==> config.mk <==
export PLATFORM = sky130hd
export DESIGN_NAME = mac_lookup_arbiter
export DESIGN_NICKNAME = d
export VERILOG_FILES = /design/src/rtl/mac_lookup_arbiter.sv
export SDC_FILE = /design/constraint.sdc
export NUM_CORES = 1
export LEC_CHECK = 0
export CORE_ASPECT_RATIO = 0.9
export CORE_UTILIZATION = 30
export CTS_BUF_LIST = sky130_fd_sc_hd__clkbuf_4 sky130_fd_sc_hd__clkbuf_8 sky130_fd_sc_hd__clkbuf_16
export CTS_CLUSTER_DIAMETER = 80
export DETAILED_ROUTE_END_ITERATION = 7
export PLACE_DENSITY = 0.6
export REMOVE_ABC_BUFFERS = 1
export SETUP_SLACK_MARGIN = 0.1
export SLEW_MARGIN = 20
export SYNTH_ARGS = -nofsm -noshare
export SYNTH_HDL_FRONTEND = slang
export SYNTH_SLANG_ARGS = --single-unit
==> constraint.sdc <==
create_clock -name i_clk -period 6.91 [get_ports i_clk]
set_input_delay 1.382 -clock i_clk [delete_from_list [all_inputs] [get_ports i_clk]]
set_output_delay 1.382 -clock i_clk [all_outputs]
set_load 0.05 [all_outputs]
==> src/rtl/mac_lookup_arbiter.sv <==
// Arbitrates the four receivers' DA-lookup / SA-learn requests onto the single MAC-table port
// and turns each lookup result into a per-port forwarding mask.
module mac_lookup_arbiter #(
  parameter int N_PORTS = 4,
  parameter int KEY_W   = 14,
  parameter int TIMEOUT = 32
) (
  input  logic                              i_clk,
  input  logic                              i_rst,
  input  logic [N_PORTS-1:0]                i_new_da,
  input  logic [N_PORTS-1:0][KEY_W-1:0]     i_da,
  input  logic [N_PORTS-1:0][7:0]           i_da_chk,
  input  logic [N_PORTS-1:0]                i_new_sa,
  input  logic [N_PORTS-1:0][KEY_W-1:0]     i_sa,
  input  logic [N_PORTS-1:0][7:0]           i_sa_chk,
  output logic [N_PORTS-1:0]                o_da_ok,
  output logic                              o_tbl_req,
  output logic                              o_tbl_op,
  output logic [KEY_W-1:0]                  o_tbl_key,
  output logic [7:0]                        o_tbl_chk,
  output logic [1:0]                        o_tbl_port,
  input  logic                              i_tbl_ack,
  input  logic                              i_tbl_hit,
  input  logic [1:0]                        i_tbl_dst,
  output logic [N_PORTS-1:0]                o_fwd_valid,
  output logic [N_PORTS-1:0][N_PORTS-1:0]   o_fwd_mask,
  output logic [15:0]                       o_drop_cnt
);
  localparam int TW = $clog2(TIMEOUT + 1);

  typedef enum logic [1:0] {ST_IDLE, ST_REQ, ST_RESP} state_t;

  state_t                        state_reg, state_next;
  logic [N_PORTS-1:0]            da_pend, sa_pend, da_rise, sa_rise, da_drop, sa_drop;
  logic [N_PORTS-1:0]            da_grant, sa_grant;
  logic [N_PORTS-1:0][KEY_W-1:0] da_key, sa_key;
  logic [N_PORTS-1:0][7:0]       da_chk, sa_chk;
  logic [1:0]                    da_rr_reg, sa_rr_reg;
  logic [2:0]                    da_pick, sa_pick;
  logic                          op_reg, hit_reg;
  logic [1:0]                    port_reg, dst_reg;
  logic [KEY_W-1:0]              key_reg;
  logic [7:0]                    chk_reg;
  logic [TW-1:0]                 timer_reg;
  logic [15:0]                   drop_cnt_reg;
  logic [16:0]                   drop_sum;
  logic                          load, load_op;
  logic [1:0]                    load_port;
  logic [KEY_W-1:0]              load_key;
  logic [7:0]                    load_chk;
  logic                          resp_lookup;
  logic [N_PORTS-1:0]            port_hot, dst_hot, mask_val;

  // Returns {found, index} of the first set request at or after ptr, wrapping.
  function automatic logic [2:0] rr_pick(input logic [N_PORTS-1:0] req, input logic [1:0] ptr);
    logic [2:0] pick;
    logic [1:0] idx;
    pick = '0;
    for (int i = N_PORTS - 1; i >= 0; i--) begin
      idx = ptr + 2'(i);
      if (req[idx]) pick = {1'b1, idx};
    end
    return pick;
  endfunction

  for (genvar gi = 0; gi < N_PORTS; gi++) begin : g_port
    logic             da_prev_reg, sa_prev_reg, da_pend_reg, sa_pend_reg;
    logic [KEY_W-1:0] da_key_reg, sa_key_reg;
    logic [7:0]       da_chk_reg, sa_chk_reg;

    assign da_rise[gi] = i_new_da[gi] & ~da_prev_reg;
    assign sa_rise[gi] = i_new_sa[gi] & ~sa_prev_reg;
    // An edge landing on the grant cycle is a fresh request, not an overwrite.
    assign da_drop[gi] = da_rise[gi] & da_pend_reg & ~da_grant[gi];
    assign sa_drop[gi] = sa_rise[gi] & sa_pend_reg & ~sa_grant[gi];

    always_ff @(posedge i_clk) begin
      if (i_rst) begin
        da_prev_reg <= 1'b0;
        sa_prev_reg <= 1'b0;
        da_pend_reg <= 1'b0;
        sa_pend_reg <= 1'b0;
        da_key_reg  <= '0;
        sa_key_reg  <= '0;
        da_chk_reg  <= '0;
        sa_chk_reg  <= '0;
      end else begin
        da_prev_reg <= i_new_da[gi];
        sa_prev_reg <= i_new_sa[gi];
        da_pend_reg <= (da_pend_reg & ~da_grant[gi]) | da_rise[gi];
        sa_pend_reg <= (sa_pend_reg & ~sa_grant[gi]) | sa_rise[gi];
        if (da_rise[gi]) begin
          da_key_reg <= i_da[gi];
          da_chk_reg <= i_da_chk[gi];
        end
        if (sa_rise[gi]) begin
          sa_key_reg <= i_sa[gi];
          sa_chk_reg <= i_sa_chk[gi];
        end
      end
    end

    assign da_pend[gi]    = da_pend_reg;
    assign sa_pend[gi]    = sa_pend_reg;
    assign da_key[gi]     = da_key_reg;
    assign sa_key[gi]     = sa_key_reg;
    assign da_chk[gi]     = da_chk_reg;
    assign sa_chk[gi]     = sa_chk_reg;
    assign o_fwd_mask[gi] = o_fwd_valid[gi] ? mask_val : '0;
  end

  assign da_pick  = rr_pick(da_pend, da_rr_reg);
  assign sa_pick  = rr_pick(sa_pend, sa_rr_reg);
  assign drop_sum = {1'b0, drop_cnt_reg} + 17'($countones({da_drop, sa_drop}));

  always_comb begin
    state_next = state_reg;
    da_grant   = '0;
    sa_grant   = '0;
    load       = 1'b0;
    load_op    = 1'b0;
    load_port  = '0;
    load_key   = '0;
    load_chk   = '0;
    unique case (state_reg)
      ST_IDLE: begin
        if (da_pick[2]) begin
          da_grant[da_pick[1:0]] = 1'b1;
          load       = 1'b1;
          load_port  = da_pick[1:0];
          load_key   = da_key[da_pick[1:0]];
          load_chk   = da_chk[da_pick[1:0]];
          // Multicast DAs skip the table and flood straight away.
          state_next = da_chk[da_pick[1:0]][0] ? ST_RESP : ST_REQ;
        end else if (sa_pick[2]) begin
          sa_grant[sa_pick[1:0]] = 1'b1;
          load       = 1'b1;
          load_op    = 1'b1;
          load_port  = sa_pick[1:0];
          load_key   = sa_key[sa_pick[1:0]];
          load_chk   = sa_chk[sa_pick[1:0]];
          state_next = ST_REQ;
        end
      end
      ST_REQ: begin
        if (i_tbl_ack || timer_reg == TW'(TIMEOUT - 1)) state_next = ST_RESP;
      end
      ST_RESP: state_next = ST_IDLE;
      default: state_next = ST_IDLE;
    endcase
  end

  always_ff @(posedge i_clk) begin
    if (i_rst) begin
      state_reg    <= ST_IDLE;
      op_reg       <= 1'b0;
      port_reg     <= '0;
      key_reg      <= '0;
      chk_reg      <= '0;
      hit_reg      <= 1'b0;
      dst_reg      <= '0;
      timer_reg    <= '0;
      da_rr_reg    <= '0;
      sa_rr_reg    <= '0;
      drop_cnt_reg <= '0;
    end else begin
      state_reg <= state_next;
      if (load) begin
        op_reg    <= load_op;
        port_reg  <= load_port;
        key_reg   <= load_key;
        chk_reg   <= load_chk;
        hit_reg   <= 1'b0;
        timer_reg <= '0;
      end
      if (da_grant != '0) da_rr_reg <= da_pick[1:0] + 2'd1;
      if (sa_grant != '0) sa_rr_reg <= sa_pick[1:0] + 2'd1;
      if (state_reg == ST_REQ) begin
        timer_reg <= timer_reg + TW'(1);
        if (i_tbl_ack) begin
          hit_reg <= i_tbl_hit & ~op_reg;
          dst_reg <= i_tbl_dst;
        end
      end
      drop_cnt_reg <= drop_sum[16] ? 16'hFFFF : drop_sum[15:0];
    end
  end

  assign resp_lookup = (state_reg == ST_RESP) && !op_reg;
  assign port_hot    = N_PORTS'(1) << port_reg;
  assign dst_hot     = N_PORTS'(1) << dst_reg;
  // Miss floods everywhere but the source; a hit back onto the source port is filtered.
  assign mask_val    = !hit_reg ? ~port_hot : ((dst_reg == port_reg) ? '0 : dst_hot);
  assign o_da_ok     = resp_lookup ? port_hot : '0;
  assign o_fwd_valid = resp_lookup ? port_hot : '0;
  assign o_tbl_req   = (state_reg == ST_REQ);
  assign o_tbl_op    = op_reg;
  assign o_tbl_key   = key_reg;
  assign o_tbl_chk   = chk_reg;
  assign o_tbl_port  = port_reg;
  assign o_drop_cnt  = drop_cnt_reg;
endmodule

==> flow_summary_export.csv <==
group,metric,value,unit
critical_path,worst-r2r-setup-slack,1.06,ns
critical_path,cp.required,7.34,ns
yosys,synth_edf_count,0,
detailed_routing,vias,10500,
hold_path,min_path_type,"register to register",
yosys,yosys_warnings,0,
yosys,ys_seq_elements,248,
floorplanning,rows,66,
sta,timing.final.crit_share,84.7,%
global_routing,grt_usage,19.0,%
sta,fmax,171,MHz
placed_design,place_ws,1.09,ns
critical_path,slowest_delay,0.54,ns
clock_network,cts_buffers,29,
yosys,synth_cells,1413,
clock_network,cts.sinks,248,
detailed_routing,vias_per_cell,4.98,
critical_path,critPathMaxFanout,26,
sta,final-hold-violation-count,0,
power,finalPower,4.44,mW
final_layout,drive_above_1_share,6.14,%
critical_path,critPathKind,"register to register",
clock_network,cts_root_buf,"clkbuf_16",
global_routing,grt_max_degree,96,
global_routing,first_global_vias,9885,
placed_design,gp_congestion,0.837,
power,p_per_area,298,nW/um^2
floorplanning,io_pins,256,
power,power_leakage,5.63,nW
detailed_routing,avgRoutedWirePerCell,17.7,microns
critical_path,critPathCaptureType,"register",
clock_network,postCtsSetupRepairBufs,0,
sta,worst_pin_slew,1.10,ns
floorplanning,core_area,36300,sq um
sta,relSlewSlack,26.3,%
clock_network,cts_tree,"yes",
power,vdd_drop_max,158,uV
sta,setup_viol,0,
global_routing,grt_pass1_wl,56000,microns
sta,clock_skew,0.0202,ns
yosys,synth_async_sr_flop_share,0,%
critical_path,cp_common_cell,"fa_1",
final_layout,fin_nets,1815,
critical_path,cp_num_buf_inv,4,
critical_path,crit_path_start_kind,"register",
clock_network,path_clk_slew,0.06,ns
placed_design,portBuffers,251,
placed_design,placed_cells,2050,
clock_network,clock_latency,0.56,ns
detailed_routing,drt-total-wl,37300,microns
floorplanning,start_util,30.5,%
yosys,synth.distinct_cells,55,
global_routing,antenna_found_initial,0,
yosys,syn_area_per_cell,7.83,sq um
critical_path,crit_family,"adder cells",
floorplanning,dieHeight,184,microns
placed_design,dp_hpwl,25600,microns
detailed_routing,drc_errors,0,
yosys,synth_flop_cell,"dfxtp_1",
detailed_routing,detail-route-antenna-nets,0,
sta,setup_ws,1.06,ns
final_layout,stdcell_count,2104,
final_layout,area_growth,34.9,%
placed_design,placed_area,13900,sq um
sta,fin_crit,5.85,ns
sta,rsz0062_at_grt,"no",
clock_network,cts_repair_resize_count,0,
critical_path,arrival,6.29,ns
final_layout,diodes,0,
critical_path,path_cells,"nand2b_1 > a21oi_1 > nor3_4 > inv_2 > ha_1 > nand2_1 > nand2_1 > nor2_1 > fa_1 > inv_1 > fa_1 > inv_1 > fa_1 > fa_1 > fa_1 > a21o_1 > a21oi_1 > buf_4 > or3_1 > nand2_1 > mux2i_1 > nor2_1",
global_routing,overflow,0,
clock_network,cts_max_level,1,
run_status,status,"complete, no violations",
final_layout,design_area,14900,sq um
sta,slew_violations,0,
critical_path,slowest_stage,"fa_1",
flow_run,max_cap_viol_count,0,
floorplanning,die_w,204,microns
detailed_routing,dr.first_iter.drc_count,656,
clock_network,ctsHoldBuffers,0,
detailed_routing,drtPass1Iterations,5,
yosys,netlist_area,11100,sq um
yosys,seq_area_frac_synth,44.9,%
clock_network,cts_buffer_depth,3,
floorplanning,die_area,37700,sq um
placed cells by master, fill, tap and decap left out, types with 15 or more instances in the layout:
master             n
nand2_1          405
nand3_1           33
o22ai_1           19
clkbuf_16         29
nand2b_1          15
o31a_1            18
inv_1             20
clkdlybuf4s50_1  250
mux2i_1           44
a311oi_1          41
dfxtp_1          248
ha_1              15
a21oi_1          208
buf_4             19
nor2_1            92
a21boi_0          24
area by class of cell:
cell class	instances	area (sq um)
clock buffers	43	887
clock inverters	11	105
fillers	3662	21300
inverters	23	86.3
multi-input cells	1033	5630
flip-flops and latches	248	4960
well taps	476	596
repair buffers	270	2660
report_power, final:
group	switching, mW	internal, mW	total (mW)
combinational	0.791	0.448	1.24
sequential	0.0847	1.56	1.64
clock	0.633	0.930	1.56
total	1.51	2.93	4.44
cell families after synthesis:
family          synth area share (%)
compound gates                  19.8
mux                             4.62
fa+ha+maj                       2.60
flops                           44.9
simple gates                    22.4
buf+inv                         5.06
xor+xnor                       0.633
other cells                   0.0339
Yosys cell counts (9+ instances only):
cell      instances  area share, %
a211oi_1          9           0.61
a21boi_0         24            1.6
a21oi_1         208            9.4
a311oi_1         41            3.2
buf_2            13           0.59
buf_4            10           0.68
clkbuf_1         86            2.9
dfxtp_1         248             45
ha_1             15            1.7
inv_1            20           0.68
mux2i_1          44            4.0
nand2_1         405             14
nand2b_1         15           0.85
nand3_1          33            1.5
nor2_1           92            3.1
nor2b_1          22            1.2
nor3_1            9           0.41
o22ai_1          19            1.1
o31a_1           18            1.4
layer usage:
| metal | share of wire [%] | global-route usage [%] |
|---|---|---|
| met1 | 48 | 27.3 |
| met2 | 45 | 30.3 |
| met3 | 5.3 | 2.53 |
| met4 | 1.5 | 3.64 |
| met5 | 0 | 0 |
worst min-delay path, stage by stage (launching register included):
cell and delay (ns):
dfxtp_1 0.30, nand2_1 0.05, a21oi_1 0.05
worst paths after layout:
kind | start | to | cells past startpoint
worst max-delay path | g_port[0].da_pend_reg | o_drop_cnt[9] | 22
worst min-delay path | g_port[0].sa_key_reg[0] | g_port[0].sa_key_reg[0] | 2
worst max register to register | g_port[0].da_pend_reg | o_drop_cnt[9] | 22
worst min register to register | g_port[0].sa_key_reg[0] | g_port[0].sa_key_reg[0] | 2
metrics by stage:
step	setup TNS [ns]	util (%)	hold slack, ns
final	0	41.2	0.453
after global routing	0	41.2	0.466
after CTS	0	41.1	0.452
after detailed placement	0	38.4	0.444
after global placement	0	38.4	0.438
after floorplan	-1.61	-	0.426
No activity file was read; power rests on OpenSTA's default activity.
